<file path="src/rtl/placar_pkg.sv">
// placar_pkg: shared state encoding, team indices and BCD limits for the score controller.
package placar_pkg;
    typedef enum logic [1:0] {IDLE, SOMA, ACK} estado_t;
    localparam logic TIME_A = 1'b0;
    localparam logic TIME_B = 1'b1;
    localparam logic [3:0] BCD_MAX = 4'd9;
    localparam logic [7:0] PLACAR_MAX = 8'h99;
endpackage

</file>
<file path="src/rtl/placar_controlador_soma_bcd.sv">
// soma_bcd: adds 0..3 points to a packed two-digit BCD score, saturating at 99.
module soma_bcd
    import placar_pkg::*;
(
    input  logic [7:0] placar_i,
    input  logic [1:0] pts_i,
    output logic [7:0] soma_o
);
    logic [4:0] uni;
    logic [3:0] uni_aj;
    logic       carry;
    logic [4:0] dez;
    always_comb begin
        uni    = {1'b0, placar_i[3:0]} + {3'b0, pts_i};
        carry  = uni > {1'b0, BCD_MAX};
        uni_aj = carry ? 4'(uni - 5'd10) : uni[3:0];
        dez    = {1'b0, placar_i[7:4]} + {4'b0, carry};
        soma_o = (dez > {1'b0, BCD_MAX}) ? PLACAR_MAX : {dez[3:0], uni_aj};
    end
endmodule

</file>
<file path="src/rtl/placar_controlador.sv">
// placar_controlador: round-robin score adder for two teams plus a two-slot display scan.
module placar_controlador
    import placar_pkg::*;
#(
    parameter int DIV = 50000
) (
    input  logic       clk,
    input  logic       rst_n,
    input  logic       zerar,
    input  logic       req_a,
    input  logic [1:0] pts_a,
    output logic       ack_a,
    input  logic       req_b,
    input  logic [1:0] pts_b,
    output logic       ack_b,
    output logic [7:0] placar_a,
    output logic [7:0] placar_b,
    output logic [7:0] saida,
    output logic       sel,
    output logic       ocupado
);
    localparam int CW = $clog2(DIV);

    estado_t       state_q, state_d;
    logic          time_q, time_d;
    logic [1:0]    pts_q, pts_d;
    logic          ptr_q, ptr_d;
    logic [7:0]    a_q, a_d, b_q, b_d;
    logic [CW-1:0] cnt_q, cnt_d;
    logic          sel_q, sel_d;
    logic          grant_b;
    logic [7:0]    soma;

    soma_bcd u_soma (
        .placar_i(time_q == TIME_B ? b_q : a_q),
        .pts_i   (pts_q),
        .soma_o  (soma)
    );

    // B wins only when A is idle or A was the one served last
    assign grant_b = req_b && (!req_a || ptr_q == TIME_A);

    always_comb begin
        state_d = state_q;
        time_d  = time_q;
        pts_d   = pts_q;
        ptr_d   = ptr_q;
        a_d     = a_q;
        b_d     = b_q;
        if (zerar) begin
            state_d = IDLE;
            a_d     = 8'h00;
            b_d     = 8'h00;
        end else begin
            unique case (state_q)
                IDLE: if (req_a || req_b) begin
                    time_d  = grant_b ? TIME_B : TIME_A;
                    pts_d   = grant_b ? pts_b : pts_a;
                    ptr_d   = grant_b ? TIME_B : TIME_A;
                    state_d = SOMA;
                end
                SOMA: begin
                    a_d     = (time_q == TIME_A) ? soma : a_q;
                    b_d     = (time_q == TIME_B) ? soma : b_q;
                    state_d = ACK;
                end
                ACK:     state_d = IDLE;
                default: state_d = IDLE;
            endcase
        end
        cnt_d = (cnt_q == CW'(DIV - 1)) ? '0 : cnt_q + 1'b1;
        sel_d = (cnt_q == CW'(DIV - 1)) ? !sel_q : sel_q;
    end

    always_ff @(posedge clk) begin
        if (!rst_n) begin
            state_q <= IDLE;
            time_q  <= TIME_A;
            pts_q   <= 2'd0;
            ptr_q   <= TIME_B;
            a_q     <= 8'h00;
            b_q     <= 8'h00;
            cnt_q   <= '0;
            sel_q   <= 1'b0;
        end else begin
            state_q <= state_d;
            time_q  <= time_d;
            pts_q   <= pts_d;
            ptr_q   <= ptr_d;
            a_q     <= a_d;
            b_q     <= b_d;
            cnt_q   <= cnt_d;
            sel_q   <= sel_d;
        end
    end

    assign ack_a    = (state_q == ACK) && (time_q == TIME_A);
    assign ack_b    = (state_q == ACK) && (time_q == TIME_B);
    assign ocupado  = state_q != IDLE;
    assign placar_a = a_q;
    assign placar_b = b_q;
    assign sel      = sel_q;
    assign saida    = sel_q ? b_q : a_q;
endmodule

</file>
<file path="config.mk">
export PLATFORM = sky130hd
export DESIGN_NAME = placar_controlador
export DESIGN_NICKNAME = d
export VERILOG_FILES = /design/src/rtl/placar_pkg.sv /design/src/rtl/placar_controlador_soma_bcd.sv /design/src/rtl/placar_controlador.sv
export SDC_FILE = /design/constraint.sdc
export NUM_CORES = 1
export LEC_CHECK = 0
export ABC_AREA = 1
export BUFFER_PORTS_ARGS = -buffer_cell sky130_fd_sc_hd__clkbuf_2
export CAP_MARGIN = 40
export CORE_MARGIN = 3
export CORE_UTILIZATION = 50
export CTS_BUF_LIST = sky130_fd_sc_hd__clkbuf_16
export DETAILED_ROUTE_END_ITERATION = 6
export PLACE_DENSITY = 0.7
export SLEW_MARGIN = 20
export SYNTH_ARGS = -nofsm -noshare
export SYNTH_HDL_FRONTEND = slang
export SYNTH_SLANG_ARGS = --single-unit
</file>
<file path="constraint.sdc">
create_clock -name clk -period 3.5 [get_ports clk]
set_input_delay 0.35 -clock clk [delete_from_list [all_inputs] [get_ports clk]]
set_output_delay 0.35 -clock clk [all_outputs]
set_load 0.01 [all_outputs]
</file>
==> results of run 1 <==
[worst max-delay path: stages (launching register included)]
cell      delay [ns]
dfxtp_1         0.42
buf_4           0.20
nand2_1         0.05
o21ai_0         0.08
ha_1            0.19
inv_1           0.05
fa_1            0.56
nand3_1         0.12
nand2_2         0.11
nand2_2         0.07
ha_1            0.23
ha_1            0.20
inv_1           0.09
xor2_2          0.17
nand3_2         0.10
nand2_4         0.14
nand2_2         0.07
o21bai_1        0.14
inv_1           0.05
[power groups by stage]
stage,combinational (mW),sequential (mW),clock (mW)
after floorplan,0.0653,0.472,0
after global routing,0.103,0.464,0.465
after global placement,0.0902,0.472,0
final,0.0907,0.463,0.442
after CTS,0.0917,0.463,0.449
after detailed placement,0.0914,0.473,0
[routing by layer]
layer | GRT usage (%) | vias up | wire (µm)
met2 | 33.6 | 54 | 2260
met5 | 0 | - | 0
met4 | 10.9 | 0 | 92
met1 | 25.3 | 913 | 2080
li1 | - | 1059 | -
met3 | 3.79 | 7 | 297
[cells by family after synthesis]
| group | count (synthesis) |
|---|---|
| and+or+nand+nor | 134 |
| AOI/OAI and AO/OA | 59 |
| buffers and inverters | 55 |
| DFF | 39 |
| adders and majority gates | 7 |
| xor gates and xnor gates | 6 |
[Yosys cell counts]
library cell / count / share of area (%)
a211oi_1: 1 / 0.35
ha_1: 6 / 3.5
nor3b_1: 3 / 1.1
nor2_1: 15 / 2.6
o21ai_1: 6 / 1.4
clkbuf_1: 1 / 0.18
nand3_2: 4 / 1.9
buf_4: 1 / 0.35
nor2_2: 4 / 1.2
or2_2: 3 / 0.88
xor2_2: 1 / 0.76
nor3_1: 10 / 2.3
o21bai_1: 2 / 0.70
nor4_1: 1 / 0.29
fa_1: 1 / 0.94
o21ai_0: 22 / 5.1
a31oi_1: 2 / 0.59
a221oi_1: 1 / 0.41
xnor2_1: 3 / 1.2
inv_1: 50 / 8.8
nand2_1: 54 / 9.5
and2_1: 1 / 0.29
nand2_2: 11 / 3.2
inv_6: 1 / 0.41
nand4_1: 6 / 1.8
dfxtp_1: 39 / 37
nand3_1: 19 / 4.4
buf_6: 2 / 1.1
nor2_4: 1 / 0.53
xor2_1: 2 / 0.82
nand2_4: 2 / 1.1
a21oi_1: 25 / 5.9
[state kept, by name, summed over array words and instances, names as in the netlist]
signal / flops
cnt_q: 16
placar_a: 8
placar_b: 8
pts_q: 2
state_q: 2
ptr_q: 1
sel: 1
time_q: 1
[cell usage in the layout (no fill, tap or decap), types with 2 or more instances in the layout]
master and count:
clkbuf_2 36, a21oi_1 25, o21ai_1 6, nand3_1 19, nor3b_1 3, or2_2 3, nand3_2 4, ha_1 6
nor2_2 4, nor2_1 15, dfxtp_1 39, nand2_2 11, nand4_1 6, o21bai_1 2, nand2_4 2, nand2_1 54
nor3_1 10, xnor2_1 3, xor2_1 2, a31oi_1 2, clkbuf_16 5, buf_4 2, o21ai_0 22, inv_1 50
[through the flow]
step | hold WS (ns) | setup slack [ns] | instance area [µm²] | utilization (%)
after global routing | 0.320 | 0.0858 | 2510 | 61.8
after floorplan | 0.417 | 0.587 | 2140 | -
after CTS | 0.303 | 0.329 | 2510 | 61.8
final | 0.302 | 0.350 | 2510 | 61.8
after detailed placement | 0.453 | 0.361 | 2360 | 58.2
after global placement | 0.431 | 0.494 | 2360 | 58.2
[cell type report]
cell class | instances | area (µm²)
fillers | 369 | 1550
multi-input cells | 206 | 1130
flip-flops and latches | 39 | 781
inverters | 51 | 196
repair buffers | 38 | 195
clock buffers | 5 | 125
well taps | 50 | 62.6
clock inverters | 3 | 20.0
[final timing paths]
check	cells past startpoint	end	slack, ns
worst max-delay path	18	placar_b[0]	0.35
worst min-delay path	3	pts_q[0]	0.30
worst max register to register	18	placar_b[0]	0.35
worst min register to register	1	cnt_q[0]	0.45
==> results.md, run 1 <==
* ANT nets after route at 0
* Drt via density at 5.19
* Vias at 2,033
* Layout area overhead at 17.3%
* Post_cts resized at 0
* Max cap viols at 0
* Fin. Hold Viols at 0
* Sequential element share of the synthesized area at 36.5%
* Gate power share at 9.1%
* Tmin final at 3.15 ns
* Sequential group share of total power at 46.5%
* #FFs+latches synth at 39
* Largest net degree at the start of global routing at 17
* Number of placement rows at 23
* Maximum clock insertion buffer count at 2
* Clock share of power at 44.4%
* LEAKAGE at 1.21 nW
* Share of layout cells above drive strength 1 at 21.1%
* Power per cell area at 397 nW/µm²
* Critical path launch point type: flop
* Fmax at 317 MHz
* Nets@finish at 357
* Period utilization at 90.0%
* Total internal power at 0.750 mW
* Root buf cell: clkbuf_16
* Worst IR drop on VDD at 0.235 mV
* Crit end category: flop
* I/O Buffers at 36
* Routed Wire Length at 4720 µm
* Routed WL per cell at 12.0 µm
* Arrival time worst endpoint at 3.33 ns
* Clock skew at 0.00392 ns
* CTS tree: yes
* Post-Syn Nets at 316
* # setup viols final at 0
* Ports at 37
* N_diodes at 0
* Power Total at 0.996 mW
* Num CTS Buffers at 5
* Drt pass-1 iters at 4
* Total placed cells including tap cells at 384
* Largest family of logic cells by synthesized area: simple AND/OR/NAND/NOR gates
* Die width at 71.4 µm
* Overflow after GRT at 0
* Global-route wire length before repair at 8230 µm
* Core area at 4060 µm²
* Slew Limit Fails at 0
* Final RePlAce weighted congestion at 0.897
* Starting DRT DRC Count at 126
* Antenna violations before repair at 0
* Ys Warns at 0
* Switch share at 24.7%
* Setup TNS at 0 ns
* Synth Cell Area at 2140 µm²
* Mux contribution to synthesized area at 0%
* Slew headroom at 67.8%
* Required time of the critical path at 3.68 ns
* CP Max Fanout at 10
* H-tree depth at 2
* Placed wire-length estimate at 3670 µm
* Post-CTS Setup Repair Bufs at 0
* Die Ht at 71.4 µm
* Hold Startpoint: pts_a[0]
* Clk Latency, worst-skew pair at 0.28 ns
* Worst R2R Start: time_q
* Xor-xnor portion of the synthesized cell area at 2.81%
* Total GRT Usage at 20.4%
* Vias in the first global route at 1,827
* Hold Crit Class: input port to flop
* DRC errors left at 0
* Outcome: finished clean
* CP Class: flop to flop
* Synth Instances at 300
* Die Footprint at 5100 µm²
* Clk pin slew, worst setup/hold paths at 0.06 ns
* NetSw at 0.245 mW
* Simple-gate area share of the yosys netlist at 31.0%
* Post-Synth Adder-Cell Area at 4.45%
* Final cell count without fillers at 392
* Clock sink count at 39
* Initial core utilization at 52.7%
* CP startpoint: time_q
* CTS hold repair buffers at 0
* RSZ-0062 raised after global routing: no
* Synth Area in Compound Gates at 14.5%
* Tightest Pin Transition at 0.482 ns
* Netlist cell types at 32
* Avg Cell Area, Syn at 7.13 µm²
No activity file was read; power rests on OpenSTA's default activity.
==> run 2: changes to the inputs <==
--- a/config.mk
+++ b/config.mk
@@ -9,10 +9,11 @@
 export BUFFER_PORTS_ARGS = -buffer_cell sky130_fd_sc_hd__clkbuf_2
 export CAP_MARGIN = 40
 export CORE_MARGIN = 3
-export CORE_UTILIZATION = 50
+export CORE_UTILIZATION = 55
 export CTS_BUF_LIST = sky130_fd_sc_hd__clkbuf_16
 export DETAILED_ROUTE_END_ITERATION = 6
-export PLACE_DENSITY = 0.7
+export PLACE_DENSITY = 0.76
+export SKIP_CTS_REPAIR_TIMING = 1
 export SLEW_MARGIN = 20
 export SYNTH_ARGS = -nofsm -noshare
 export SYNTH_HDL_FRONTEND = slang
==> run 2 against run 1 <==
Clock skew is essentially flat; sequential cell count unchanged; worst hold slack got worse by 0.0034 ns; combinational power about the same; via count is 0.93% lower; clock power shrank 3%.
==> results.md, run 2 (synthesis results as in run 1) <==
* Outcome: finished clean
* CP Max Fanout at 10
* Clk Latency, worst-skew pair at 0.28 ns
* Largest net degree at the start of global routing at 17
* Starting DRT DRC Count at 174
* Final RePlAce weighted congestion at 0.868
* WP buf/inv at 4
* Tightest Pin Transition at 0.496 ns
* Maximum clock insertion buffer count at 2
* Hold Crit Class: input port to flop
* RSZ-0062 raised after global routing: no
* Die Footprint at 4670 µm²
* CTS tree: yes
* I/O Buffers at 36
* Clock skew at 0.00418 ns
* CP Class: flop to flop
* DRC errors left at 0
* Arrival time worst endpoint at 3.36 ns
* Dpl ws at 0.339 ns
* Share of layout cells above drive strength 1 at 21.3%
* Power per cell area at 394 nW/µm²
* Ports at 37
* Power Total at 0.984 mW
* Overflow after GRT at 0
* Clk pin slew, worst setup/hold paths at 0.06 ns
* Nets@finish at 357
* N_diodes at 0
* Max cap viols at 0
* Fmax at 314 MHz
* Root buf cell: clkbuf_16
* Num CTS Buffers at 5
* Total GRT Usage at 23.2%
* Worst IR drop on VDD at 0.239 mV
* Max reg flops at 16
* Slew Limit Fails at 0
* Tmin final at 3.19 ns
* Drt pass-1 iters at 4
* Required time of the critical path at 3.67 ns
* Global-route wire length before repair at 7960 µm
* Die Ht at 68.4 µm
* Critical path launch point type: flop
* ANT nets after route at 0
* Placed cell areas at 2360 µm²
* LEAKAGE at 1.22 nW
* Core area at 3720 µm²
* Placed wire-length estimate at 3680 µm
* Worst-path cell chain: inv_6, or2_2, o21ai_0, inv_1, ha_1, nand2_1, nand2_1, nand2_1, nand2_1, nand2_1, nand2_2, nand2_2, ha_1, ha_1, inv_1, xor2_2, nand3_2, nand2_4, nand2_2, o21ai_1, inv_1
* Drt via density at 5.16
* Clock sink count at 39
* Final worst slack at 0.311 ns
* Period utilization at 91.1%
* Commonest non-fill, non-tap cell in the layout: nand2_1
* H-tree depth at 2
* Slew headroom at 66.9%
* Setup TNS at 0 ns
* Die width at 68.4 µm
* Layout area overhead at 16.9%
* Most common cell on crit path: nand2_1
* Fin. Hold Viols at 0
* Initial core utilization at 57.5%
* Crit end category: flop
* Reg with most FFs: cnt_q
* Final Cell Area at 2500 µm²
* Highest-count cells in the layout ignoring fill and taps: nand2_1 (54), inv_1 (50), dfxtp_1 (39)
* Number of placement rows at 22
* # setup viols final at 0
* Worst path max stage delay at 0.54 ns
* Vias at 2,014
* Routed WL per cell at 12.3 µm
* Worst path slowest cell: dfxtp_1
* Antenna violations before repair at 0
* Routed Wire Length at 4790 µm
* CP delay by family, top: simple AND/OR/NAND/NOR gates
* Vias in the first global route at 1,707
-- run 2: cell types whose count changed in the layout (fill, tap and decap cells not counted) --
| cell | previous run | this run |
|---|---|---|
| clkinvlp_4 | 1 | 0 |
| clkinv_1 | 1 | 0 |
| clkinv_2 | 0 | 3 |
| clkinv_4 | 1 | 0 |
-- run 2: cell type report --
cell class	instances	area (µm²)
inverter	51	196
fill	342	1220
sequential	39	781
tap	48	60.1
clock inverter	3	15.0
multi-input combinational	206	1130
timing repair buffer	38	195
clock buffer	5	125
-- run 2: per-layer routing --
metal | global-route usage (%) | vias up | routed length [µm]
met4 | 7.94 | 0 | 58
met1 | 29.8 | 911 | 2170
met5 | 0 | - | 0
li1 | - | 1057 | -
met3 | 5.58 | 6 | 185
met2 | 37.9 | 40 | 2370
-- run 2: through the flow --
| step | hold slack [ns] | std cells | util [%] |
|---|---|---|---|
| 4_1_cts | 0.296 | 390 | 67.3 |
| 3_5_place_dp | 0.448 | 382 | 63.5 |
| 2_1_floorplan | 0.417 | 300 | - |
| 3_3_place_gp | 0.429 | 382 | 63.5 |
| 6_report | 0.298 | 390 | 67.3 |
| 5_1_grt | 0.307 | 390 | 67.3 |
-- run 2: worst reg2reg max path: cells and delay by family, from the launching register on --
family / cells / cell delay [ns]
AOI/OAI and AO/OA: 2 / 0.29
adders and majority gates: 3 / 0.71
xor gates and xnor gates: 1 / 0.16
buffers and inverters: 4 / 0.31
and+or+nand+nor: 11 / 1.07
DFF: 1 / 0.54
-- run 2: where the power goes --
group	internal (mW)	leakage, nW	switching (mW)	total, mW
Combinational	0.0336	0.831	0.0572	0.0908
Clock	0.259	0.0733	0.170	0.429
Sequential	0.455	0.316	0.00900	0.464
-- run 2: worst paths after layout --
| kind | startpoint | cells past startpoint | slack (ns) | end |
|---|---|---|---|---|
| max | time_q | 21 | 0.31 | placar_a[0] |
| min | pts_a[0] | 3 | 0.30 | pts_q[0] |
| max reg2reg | time_q | 21 | 0.31 | placar_a[0] |
| min reg2reg | cnt_q[0] | 1 | 0.45 | cnt_q[0] |
==> run 3: changes to the inputs <==
--- a/config.mk
+++ b/config.mk
@@ -12,6 +12,7 @@
 export CORE_UTILIZATION = 55
 export CTS_BUF_LIST = sky130_fd_sc_hd__clkbuf_16
 export DETAILED_ROUTE_END_ITERATION = 6
+export MAX_ROUTING_LAYER = met4
 export PLACE_DENSITY = 0.76
 export SKIP_CTS_REPAIR_TIMING = 1
 export SLEW_MARGIN = 20
==> run 3 against run 2 <==
First-iteration DRC count down 14%; power down 0.12%; die area unchanged; design area unchanged; register-to-register slack about the same; utilization unchanged; worst setup slack worse by 0.0042 ns; sequential power about the same; sequential share of layout area unchanged.
==> results.md, run 3 (synthesis results as in run 1) <==
* Maximum clock insertion buffer count at 2
* Max reg flops at 16
* Clk pin slew, worst setup/hold paths at 0.06 ns
* Core area at 3720 µm²
* Highest-count cells in the layout ignoring fill and taps: nand2_1 (54), inv_1 (50), dfxtp_1 (39)
* Initial core utilization at 57.5%
* Slew Limit Fails at 0
* Final RePlAce weighted congestion at 0.883
* Total GRT Usage at 23.9%
* Max cap viols at 0
* Layout area overhead at 16.9%
* Crit end category: flop
* Dpl ws at 0.339 ns
* Outcome: finished clean
* LEAKAGE at 1.22 nW
* Worst IR drop on VDD at 0.238 mV
* CP Class: flop to flop
* DRC errors left at 0
* CTS tree: yes
* Period utilization at 91.2%
* Clk Latency, worst-skew pair at 0.28 ns
* Drt via density at 5.15
* Fin. Hold Viols at 0
* Num CTS Buffers at 5
* Hold slack at 0.300 ns
* RSZ-0062 raised after global routing: no
* Arrival time worst endpoint at 3.37 ns
* H-tree depth at 2
* Commonest non-fill, non-tap cell in the layout: nand2_1
* Clock sink count at 39
* Overflow after GRT at 0
* CP Max Fanout at 10
* Ports at 37
* I/O Buffers at 36
* Placed wire-length estimate at 3680 µm
* Antenna violations before repair at 0
* Drt pass-1 iters at 4
* Routed WL per cell at 12.2 µm
* # setup viols final at 0
* N_diodes at 0
* Starting DRT DRC Count at 149
* Nets@finish at 357
* Final worst slack at 0.307 ns
* Critical path launch point type: flop
* Global-route wire length before repair at 7960 µm
* Share of layout cells above drive strength 1 at 21.3%
* Vias in the first global route at 1,716
* Setup TNS at 0 ns
* Tmin final at 3.19 ns
* Die Footprint at 4670 µm²
* Routed Wire Length at 4770 µm
* Tightest Pin Transition at 0.509 ns
* Clock skew at 0.00474 ns
* Required time of the critical path at 3.67 ns
* Die width at 68.4 µm
* Hold Crit Class: input port to flop
* Largest net degree at the start of global routing at 17
* Root buf cell: clkbuf_16
* Die Ht at 68.4 µm
* ANT nets after route at 0
* Power per cell area at 393 nW/µm²
* Reg with most FFs: cnt_q
* Fmax at 313 MHz
* Vias at 2,010
* Number of placement rows at 22
* Slew headroom at 66.0%
run 3: routing by layer:
| metal | part of all wire, % | wire length [µm] | GRT usage [%] |
|---|---|---|---|
| met1 | 45 | 2160 | 29.7 |
| met2 | 49 | 2330 | 38.0 |
| met3 | 4.6 | 220 | 5.58 |
| met4 | 1.3 | 63 | 7.94 |
| met5 | 0 | 0 | - |
run 3: critical path: stages, from the launching register on:
cell and delay [ns]:
dfxtp_1 0.55, inv_6 0.08, or2_2 0.28, o21ai_0 0.15, inv_1 0.09, ha_1 0.28
nand2_1 0.05, nand2_1 0.07, nand2_1 0.05, nand2_1 0.06, nand2_1 0.08, nand2_2 0.10
nand2_2 0.07, ha_1 0.23, ha_1 0.20, inv_1 0.09, xor2_2 0.16, nand3_2 0.10
nand2_4 0.14, nand2_2 0.08, o21ai_1 0.15, inv_1 0.05
run 3: cell type report:
cell class,count,area [µm²]
Timing Repair Buffer,38,195
Multi-Input combinational cell,206,1130
Sequential cell,39,781
Clock inverter,3,15.0
Inverter,51,196
Clock buffer,5,125
Fill cell,342,1220
Tap cell,48,60.1
run 3: worst paths after layout:
check | start | end | cells after the start | slack [ns]
max | time_q | placar_a[0] | 21 | 0.31
min | pts_a[0] | pts_q[0] | 3 | 0.30
max reg2reg | time_q | placar_a[0] | 21 | 0.31
min reg2reg | cnt_q[0] | cnt_q[0] | 1 | 0.45
run 3: metrics by stage:
step | power, mW | std cells | instance area, µm² | utilization [%]
2_1_floorplan | 0.537 | 300 | 2140 | -
3_3_place_gp | 0.562 | 382 | 2360 | 63.5
3_5_place_dp | 0.564 | 382 | 2360 | 63.5
4_1_cts | 0.994 | 390 | 2500 | 67.3
5_1_grt | 1.02 | 390 | 2500 | 67.3
6_report | 0.983 | 390 | 2500 | 67.3
run 3: report_power, final:
part           internal [mW]  switching [mW]  total, mW
clock                  0.259           0.169      0.428
sequential             0.455         0.00902      0.464
combinational         0.0336          0.0573     0.0909
